### src/rtl/uart_rx_ctrl_if.sv
// Byte stream from uart_rx_ctrl to its consumer: valid/ready handshake with the head-of-FIFO byte.
interface uart_rx_ctrl_if #(
  parameter int DATA_BITS = 8
);
  logic [DATA_BITS-1:0] m_data_out;
  logic                 m_valid_out;
  logic                 m_ready_in;

  modport master (output m_data_out, output m_valid_out, input m_ready_in);
  modport slave  (input m_data_out, input m_valid_out, output m_ready_in);
endinterface

### src/rtl/uart_rx_ctrl.sv
// Receive-side controller behind uart_rx: edge-detects the ready pulse, buffers bytes, flags overrun.
// Optional idle-line timeout pulse is built only when UART_RX_CTRL_TIMEOUT_EN is defined.
//
// state  | meaning
// S_OFF  | reception disabled; byte events ignored, pops still allowed
// S_WAIT | enabled, idle timer stopped
// S_GAP  | enabled, counting idle cycles since the last push (timeout build only)
module uart_rx_ctrl #(
  parameter int DATA_BITS      = 8,
  parameter int FIFO_DEPTH     = 4,
  parameter int TIMEOUT_CYCLES = 80
) (
  input  logic                        clk_in,
  input  logic                        nrst_in,
  input  logic                        en_in,
  input  logic                        clr_in,
  input  logic                        rx_rdy_in,
  input  logic [DATA_BITS-1:0]        rx_data_in,
  uart_rx_ctrl_if.master              m_if,
  output logic [$clog2(FIFO_DEPTH):0] level_out,
  output logic                        overrun_out,
  output logic                        timeout_out
);

  localparam int PTR_W = $clog2(FIFO_DEPTH);
  localparam int LVL_W = PTR_W + 1;
  localparam logic [LVL_W-1:0] FULL_LVL = LVL_W'(FIFO_DEPTH);

  if (FIFO_DEPTH < 2 || (FIFO_DEPTH & (FIFO_DEPTH - 1)) != 0) begin : g_chk_depth
    $error("uart_rx_ctrl: FIFO_DEPTH must be a power of two and at least 2");
  end
  if (TIMEOUT_CYCLES < 2) begin : g_chk_timeout
    $error("uart_rx_ctrl: TIMEOUT_CYCLES must be at least 2");
  end

  typedef enum logic [1:0] {
    S_OFF,
    S_WAIT
`ifdef UART_RX_CTRL_TIMEOUT_EN
    , S_GAP
`endif
  } state_t;

  state_t               state_q, state_d;
  logic                 rx_rdy_q, rx_rdy_d;
  logic [PTR_W-1:0]     wr_ptr_q, wr_ptr_d;
  logic [PTR_W-1:0]     rd_ptr_q, rd_ptr_d;
  logic [LVL_W-1:0]     level_q, level_d;
  logic                 overrun_q, overrun_d;
  logic [DATA_BITS-1:0] mem_q [FIFO_DEPTH];
  logic [DATA_BITS-1:0] mem_d [FIFO_DEPTH];

  logic push, pop, full, wr_ok;

  assign push  = rx_rdy_in & ~rx_rdy_q & en_in;
  assign pop   = (level_q != '0) & m_if.m_ready_in;
  assign full  = (level_q == FULL_LVL);
  // A full FIFO still accepts a byte when the head leaves in the same cycle.
  assign wr_ok = push & (~full | pop);

  always_comb begin
    rx_rdy_d  = rx_rdy_in;
    wr_ptr_d  = wr_ptr_q;
    rd_ptr_d  = rd_ptr_q;
    level_d   = level_q;
    overrun_d = overrun_q;
    mem_d     = mem_q;
    if (clr_in) begin
      wr_ptr_d  = '0;
      rd_ptr_d  = '0;
      level_d   = '0;
      overrun_d = 1'b0;
    end else begin
      if (wr_ok) begin
        mem_d[wr_ptr_q] = rx_data_in;
        wr_ptr_d        = wr_ptr_q + PTR_W'(1);
      end
      if (pop) begin
        rd_ptr_d = rd_ptr_q + PTR_W'(1);
      end
      level_d = level_q + LVL_W'(wr_ok) - LVL_W'(pop);
      if (push && full && !pop) begin
        overrun_d = 1'b1;
      end
    end
  end

`ifdef UART_RX_CTRL_TIMEOUT_EN
  localparam int CNT_W = $clog2(TIMEOUT_CYCLES);
  localparam logic [CNT_W-1:0] CNT_LAST = CNT_W'(TIMEOUT_CYCLES - 1);

  logic [CNT_W-1:0] cnt_q, cnt_d;
  logic             timeout_q, timeout_d;
`endif

  always_comb begin
    state_d = state_q;
`ifdef UART_RX_CTRL_TIMEOUT_EN
    cnt_d     = cnt_q;
    timeout_d = 1'b0;
`endif
    if (clr_in) begin
      state_d = en_in ? S_WAIT : S_OFF;
`ifdef UART_RX_CTRL_TIMEOUT_EN
      cnt_d = '0;
`endif
    end else if (!en_in) begin
      state_d = S_OFF;
`ifdef UART_RX_CTRL_TIMEOUT_EN
      cnt_d = '0;
`endif
    end else begin
      case (state_q)
        S_OFF: state_d = S_WAIT;
        S_WAIT: begin
`ifdef UART_RX_CTRL_TIMEOUT_EN
          if (push) begin
            state_d = S_GAP;
            cnt_d   = '0;
          end
`endif
        end
`ifdef UART_RX_CTRL_TIMEOUT_EN
        S_GAP: begin
          if (push) begin
            cnt_d = '0;
          end else if (cnt_q == CNT_LAST) begin
            timeout_d = 1'b1;
            state_d   = S_WAIT;
            cnt_d     = '0;
          end else begin
            cnt_d = cnt_q + CNT_W'(1);
          end
        end
`endif
        default: state_d = S_OFF;
      endcase
    end
  end

  always_ff @(posedge clk_in or negedge nrst_in) begin
    if (!nrst_in) begin
      state_q   <= S_OFF;
      rx_rdy_q  <= 1'b0;
      wr_ptr_q  <= '0;
      rd_ptr_q  <= '0;
      level_q   <= '0;
      overrun_q <= 1'b0;
      for (int i = 0; i < FIFO_DEPTH; i++) begin
        mem_q[i] <= '0;
      end
`ifdef UART_RX_CTRL_TIMEOUT_EN
      cnt_q     <= '0;
      timeout_q <= 1'b0;
`endif
    end else begin
      state_q   <= state_d;
      rx_rdy_q  <= rx_rdy_d;
      wr_ptr_q  <= wr_ptr_d;
      rd_ptr_q  <= rd_ptr_d;
      level_q   <= level_d;
      overrun_q <= overrun_d;
      mem_q     <= mem_d;
`ifdef UART_RX_CTRL_TIMEOUT_EN
      cnt_q     <= cnt_d;
      timeout_q <= timeout_d;
`endif
    end
  end

  assign m_if.m_data_out  = mem_q[rd_ptr_q];
  assign m_if.m_valid_out = (level_q != '0);
  assign level_out        = level_q;
  assign overrun_out      = overrun_q;
`ifdef UART_RX_CTRL_TIMEOUT_EN
  assign timeout_out = timeout_q;
`else
  assign timeout_out = 1'b0;
`endif

endmodule

### src/flat_wrapper.sv
// flat-port wrapper written by rule: the top's interface ports become plain ports
module uart_rx_ctrl_flat 
#(
  parameter int DATA_BITS      = 8,
  parameter int FIFO_DEPTH     = 4,
  parameter int TIMEOUT_CYCLES = 80
)
  (clk_in, nrst_in, en_in, clr_in, rx_rdy_in, rx_data_in, level_out, overrun_out, timeout_out, m_if_m_data_out, m_if_m_valid_out, m_if_m_ready_in);
  uart_rx_ctrl_if #(.DATA_BITS(DATA_BITS)) m_if_i ();
  input  logic clk_in;
  input  logic nrst_in;
  input  logic en_in;
  input  logic clr_in;
  input  logic rx_rdy_in;
  input  logic [DATA_BITS-1:0] rx_data_in;
  output logic [$clog2(FIFO_DEPTH):0] level_out;
  output logic overrun_out;
  output logic timeout_out;
  output wire logic [$bits(m_if_i.m_data_out)-1:0] m_if_m_data_out;
  output wire logic [$bits(m_if_i.m_valid_out)-1:0] m_if_m_valid_out;
  input wire logic [$bits(m_if_i.m_ready_in)-1:0] m_if_m_ready_in;
  assign m_if_m_data_out = m_if_i.m_data_out;
  assign m_if_m_valid_out = m_if_i.m_valid_out;
  assign m_if_i.m_ready_in = m_if_m_ready_in;
  uart_rx_ctrl #(.DATA_BITS(DATA_BITS), .FIFO_DEPTH(FIFO_DEPTH), .TIMEOUT_CYCLES(TIMEOUT_CYCLES)) u_core (.clk_in(clk_in), .nrst_in(nrst_in), .en_in(en_in), .clr_in(clr_in), .rx_rdy_in(rx_rdy_in), .rx_data_in(rx_data_in), .m_if(m_if_i), .level_out(level_out), .overrun_out(overrun_out), .timeout_out(timeout_out));
endmodule
### config.mk
export PLATFORM = sky130hd
export DESIGN_NAME = uart_rx_ctrl_flat
export DESIGN_NICKNAME = d
export VERILOG_FILES = /design/src/rtl/uart_rx_ctrl_if.sv /design/src/rtl/uart_rx_ctrl.sv /design/src/flat_wrapper.sv
export SDC_FILE = /design/constraint.sdc
export NUM_CORES = 1
export LEC_CHECK = 0
export CAP_MARGIN = 40
export CORE_ASPECT_RATIO = 1.2
export CORE_MARGIN = 3
export CORE_UTILIZATION = 60
export CTS_BUF_LIST = sky130_fd_sc_hd__clkbuf_2 sky130_fd_sc_hd__clkbuf_4 sky130_fd_sc_hd__clkbuf_8
export DETAILED_ROUTE_END_ITERATION = 16
export PLACE_DENSITY = 0.87
export SYNTH_ARGS = -nofsm -noshare
export SYNTH_HDL_FRONTEND = slang
export SYNTH_SLANG_ARGS = --single-unit
### constraint.sdc
create_clock -name clk_in -period 3.5 [get_ports clk_in]
set_clock_uncertainty 0.2 [all_clocks]
set_input_delay 1.05 -clock clk_in [delete_from_list [all_inputs] [get_ports clk_in]]
set_output_delay 1.05 -clock clk_in [all_outputs]
set_load 0.05 [all_outputs]
* After elaboration in Yosys (flattened, before gate mapping)
Index checks and enable logic that the tools add are counted.
Widths: inputs -> output; s select.
** Storage, ports and cells
- ROM bits :: 0
- Memory bits (writable) :: 0
- Register bits after elaboration :: 41
- Logic and storage cells :: 49
- Memories :: 0
- Latch bits :: 0
- Output and inout port bits :: 14
- Bits of input ports :: 14
** Operators by class
- Multiplexer cells :: 13
- $mul :: 0
- Shifts and indexed selects :: 0
- Bitwise gates (word level) :: 10
- Equality and inequality tests :: 1
- $lt $le $gt $ge :: 3
- Reductions and logical operators :: 9
- Div/mod/pow operators :: 0
- Add/subtract/negate cells :: 4
** Operator list (count)
- $bwmux 32 :: 1
- $mux 8 :: 3
- $bmux 8 s2 :: 1
- $demux 8 s2 :: 1
- $mux 2 :: 4
- $ge 3x3->1 const B :: 2
- $not 2->3 :: 2
- $reduce_bool 2->1 :: 3
- $add 2x1->2 const B :: 2
- $and 1x1->1 :: 4
- $add 3x1->3 :: 1
- $eq 3x3->1 const B :: 1
- $logic_and 1x1->1 :: 3
- $lt 3x1->1 const B :: 1
- $mux 3 :: 1
- $not 1->1 :: 3
- $reduce_bool 3->1 :: 1
- $sub 3x1->3 :: 1
- $mux 1 :: 2
- $reduce_and 2->1 :: 1
- $logic_not 1->1 :: 1
- $or 1x1->1 :: 1

* Longest topological paths before layout
- Depth after elaboration :: 7
- Depth in mapped cells :: 9
- Mapped depth without buffers :: 8

* Worst setup path after synthesis
No wires, ideal clock.
- Path kind :: input to register
- Start :: in m_if_m_ready_in
- End :: reg u_core.level_q[2], in the netlist u_core.level_out[2]
- Buffers on the path :: 0
- Data required time :: 3156 ps
- Setup slack :: 681 ps
- Arrival time :: 2475 ps
- Setup time :: 144 ps
- Cell stages on the path :: 8
- Path through :: nor4b_4 nor2_1 ha_1 inv_1 fa_1 xor2_1 and2_1 nor3_1
** Between the ends
- Cells in the longest elaborated chain, start to end :: 6
** Ends and longest elaborated chain
- start, declared :: RTL line flat_wrapper.sv:21 : input wire logic [$bits(m_if_i.m_ready_in)-1:0] m_if_m_ready_in;
- $and 1x1->1 * :: RTL line uart_rx_ctrl.sv:56 : assign pop = (level_q != '0) & m_if.m_ready_in;
- $or 1x1->1 :: RTL line uart_rx_ctrl.sv:59 : assign wr_ok = push & (~full | pop);
- $and 1x1->1 :: RTL line uart_rx_ctrl.sv:59
- $add 3x1->3 :: RTL line uart_rx_ctrl.sv:81 : level_d = level_q + LVL_W'(wr_ok) - LVL_W'(pop);
- $sub 3x1->3 * :: RTL line uart_rx_ctrl.sv:81
- $mux 3 * :: RTL line uart_rx_ctrl.sv:68 : if (clr_in) begin
- via u_core.level_d[2] :: RTL line uart_rx_ctrl.sv:48 : logic [LVL_W-1:0] level_q, level_d;
- end signal, assigned :: RTL line uart_rx_ctrl.sv:161 : level_q <= level_d;
- end, declared :: RTL line uart_rx_ctrl.sv:48
Mark *: on every way through the listed nets, which the timed path passes. The rest lies on a longest branch.
A chain may end at the register's enable or synchronous reset.

* Worst setup path after layout
- Start :: reg u_core.rd_ptr_q[0]
- End :: out m_if_m_data_out[4]
** Between the ends
- Cells in the longest elaborated chain, start to end :: 4
** Ends and longest elaborated chain
- start, declared :: RTL line uart_rx_ctrl.sv:47 : logic [PTR_W-1:0] rd_ptr_q, rd_ptr_d;
- start signal, assigned :: RTL line uart_rx_ctrl.sv:160 : rd_ptr_q <= rd_ptr_d;
- $not 2->3 (implied by the code) :: RTL line uart_rx_ctrl.sv:171 : assign m_if.m_data_out = mem_q[rd_ptr_q];
- $bmux 8 s2 :: RTL line uart_rx_ctrl.sv:171
- $mux 8 (implied by the code) (2 in a row) :: RTL line uart_rx_ctrl.sv:171
- end, declared :: RTL line flat_wrapper.sv:19 : output wire logic [$bits(m_if_i.m_data_out)-1:0] m_if_m_data_out;
No other way between the ends. The select of a mux whose other input is x is not followed.

==> impl_metrics.tcl <==
set metrics [dict create \
    status "complete, no violations" \
    hold_ws_ns 0.310 \
    critPathMaxStageDelay_ns 0.72 \
    ctsResizeCount 5 \
    worstPathArrival_ns 2.13 \
    tns_ns 0 \
    num_antenna_cells 0 \
    cts_max_level 2 \
    grt_pass1_wl_um 6470 \
    grt_max_degree 26 \
    dp_cells 195 \
    rows 22 \
    cts_sinks 41 \
    rsz0062_at_grt "false" \
    grt-ovfl-total 0 \
    clkTransAtPathRegs_ns 0.12 \
    start_util_pct 63.8 \
    synth_top_area_share_pct 51.7 \
    hp-class "register to register" \
    cts_tree "built" \
    grt_pass1_vias 1314 \
    clk_latency_ns 0.36 \
    worst_pin_slew_ns 0.514 \
    nNetsFinal 186 \
    drc 0 \
    synth.distinct_cells 27 \
    slowest_stage "clkdlybuf4s50_1" \
    grtUsageTotal_pct 22.3 \
    vias 1200 \
    ctsHoldBuffers 0 \
    crit_fanout 5 \
    dp_hpwl_um 2780 \
    fmax_ghz 0.296 \
    final_common_cell "dfrtp_1" \
    cap_violations 0 \
    place_congestion 0.815 \
    io_buffer_count 26 \
    fillers 211 \
    clock_path_buffers 2 \
    drtAntennaViolNets 0 \
    hold_start "u_core.overrun_out" \
    yosys.area.top_type "dfrtp_1" \
    p_per_area_nw_per_um2 668 \
    fin_cells 203 \
    synthCells 128 \
    postCtsSetupBuffers 0 \
    crit_family "buffers and inverters" \
    max-vdd-ir-drop_mv 0.572 \
    worst-path-buf-inv 1 \
    first_pass_iters 4 \
    hold_viol 0 \
    synth_seq_area_share_pct 51.7 \
    period_share_pct 96.5 \
    crit_path_end_kind "output port" \
    areaGrowthSynthToFinish_pct 21.1 \
    crit_path_start_kind "register" \
    antenna_found_initial 0 \
    synth_area_leaders "dfrtp_1, mux2_2, mux4_2" \
    reg2reg_slack_ns 1.25 \
    cts_buffers 5 \
    finalCriticalPeriod_ns 3.38 \
    dieArea_um2 4030 \
    root_buffer "clkbuf_4" \
    power_leakage_nw 1.09 \
    wl_per_cell_um 18.6 \
    ys_warn_count 0 \
    worstPathRequired_ns 2.25 \
    reg2reg_from "u_core.level_out[1]" \
    die_w_um 58.5 \
    synthesis.nets 148 \
    syn_area_per_cell_um2 15.5 \
    critical_path_class "register to output port" \
    slew_headroom_pct 65.7 \
    core_um2 3110 \
    drt-initial-drc-count 46 \
    drive_gt1_share_pct 40.1 \
    most-common-layout-cells "dfrtp_1, mux2_2, clkdlybuf4s50_1" \
    slew_violations 0 \
    setup_violations 0 \
    die_h_um 69.0 \
    syn-cell-area_um2 1980 \
    path_cells "mux4_2 -> clkdlybuf4s50_1" \
    totalWireLength_um 3770 \
    via_per_inst 5.91 \
    ys_ff_latch 41 \
    startpoint "u_core.rd_ptr_q[0]" \
    io_pins 28 \
]
[layer usage]
| layer | up-vias | part of all wire (%) | global-route usage, % |
|---|---|---|---|
| li1 | 544 | - | - |
| met1 | 623 | 41 | 27.5 |
| met2 | 23 | 53 | 38.8 |
| met3 | 10 | 3.6 | 4.28 |
| met4 | 0 | 1.8 | 8.70 |
| met5 | - | 0 | 0 |
[tightest hold or removal path: cells and delay by family (launching register included)]
family	cells	cell delay, ns
flops	1	0.37
compound gates	1	0.04
simple gates	1	0.07
[final timing paths]
path                                        to  cells after the start
setup / recovery            m_if_m_data_out[4]                      2
hold / removal              u_core.overrun_out                      2
setup reg to reg           u_core.level_out[2]                      8
hold reg to reg             u_core.overrun_out                      2
max in group asynchronous  u_core.level_out[0]                      2
min in group asynchronous     u_core.mem_q[25]                      1
[flip-flops by register name (all words and copies together), names as in the netlist]
name,flops
u_core.rd_ptr_q,2
u_core.level_out,3
u_core.overrun_out,1
u_core.mem_q,32
u_core.wr_ptr_q,2
u_core.rx_rdy_q,1
[per-stage QoR]
stage                     setup slack (ns)  instance area [um2]  total power [W]  utilization [%]
final                                0.121                 2400          0.00160             77.2
after global routing                0.0443                 2400          0.00169             77.2
after CTS                            0.105                 2400          0.00162             77.2
after detailed placement             0.178                 2350          0.00139             75.5
after global placement               0.318                 2320          0.00136             74.6
after floorplan                      0.681                 1980          0.00115                -
[area by class of cell]
| class | count | area, um2 | share of cell area [%] |
|---|---|---|---|
| Inverter | 3 | 11.3 | 0.469 |
| Sequential cell | 41 | 1030 | 42.7 |
| Tap cell | 36 | 45.0 | 1.88 |
| Clock buffer | 8 | 60.1 | 2.50 |
| Timing Repair Buffer | 36 | 344 | 14.3 |
| Multi-Input combinational cell | 79 | 915 | 38.1 |
[cell families (layout without fill, tap and decap cells)]
family          count (synthesis)  count (layout)  synth area share (%)
mux                            41              41                  27.8
compound gates                  7               7                  2.08
xor+xnor                        3               3                  1.33
other cells                     1               1                 0.189
simple gates                   21              21                  10.6
buf+inv                         8              47                  2.15
fa+ha+maj                       6               6                  4.16
flops                          41              41                  51.7
[cells in the mapped netlist]
cell type and number:
dfrtp_1 41, mux2_2 32, mux4_2 8, nor2_1 7, ha_1 5, nor4b_4 5, a21oi_1 3, inv_1 3
xor2_1 3, clkbuf_1 2, nand3_1 2, o21ai_0 2, and2_1 1, and3b_1 1, buf_2 1, buf_4 1
buf_6 1, conb_1 1, fa_1 1, mux2i_1 1, nand3b_2 1, nor2b_1 1, nor3_1 1, o311ai_0 1
o31ai_1 1, or3_2 1, or4b_2 1
[report_power, final]
group          switching (W)  internal (W)
clock network       0.000145      0.000103
logic               0.000426      0.000303
registers          0.0000822      0.000544
total               0.000654      0.000950
Power figures use the tool's default switching activity.
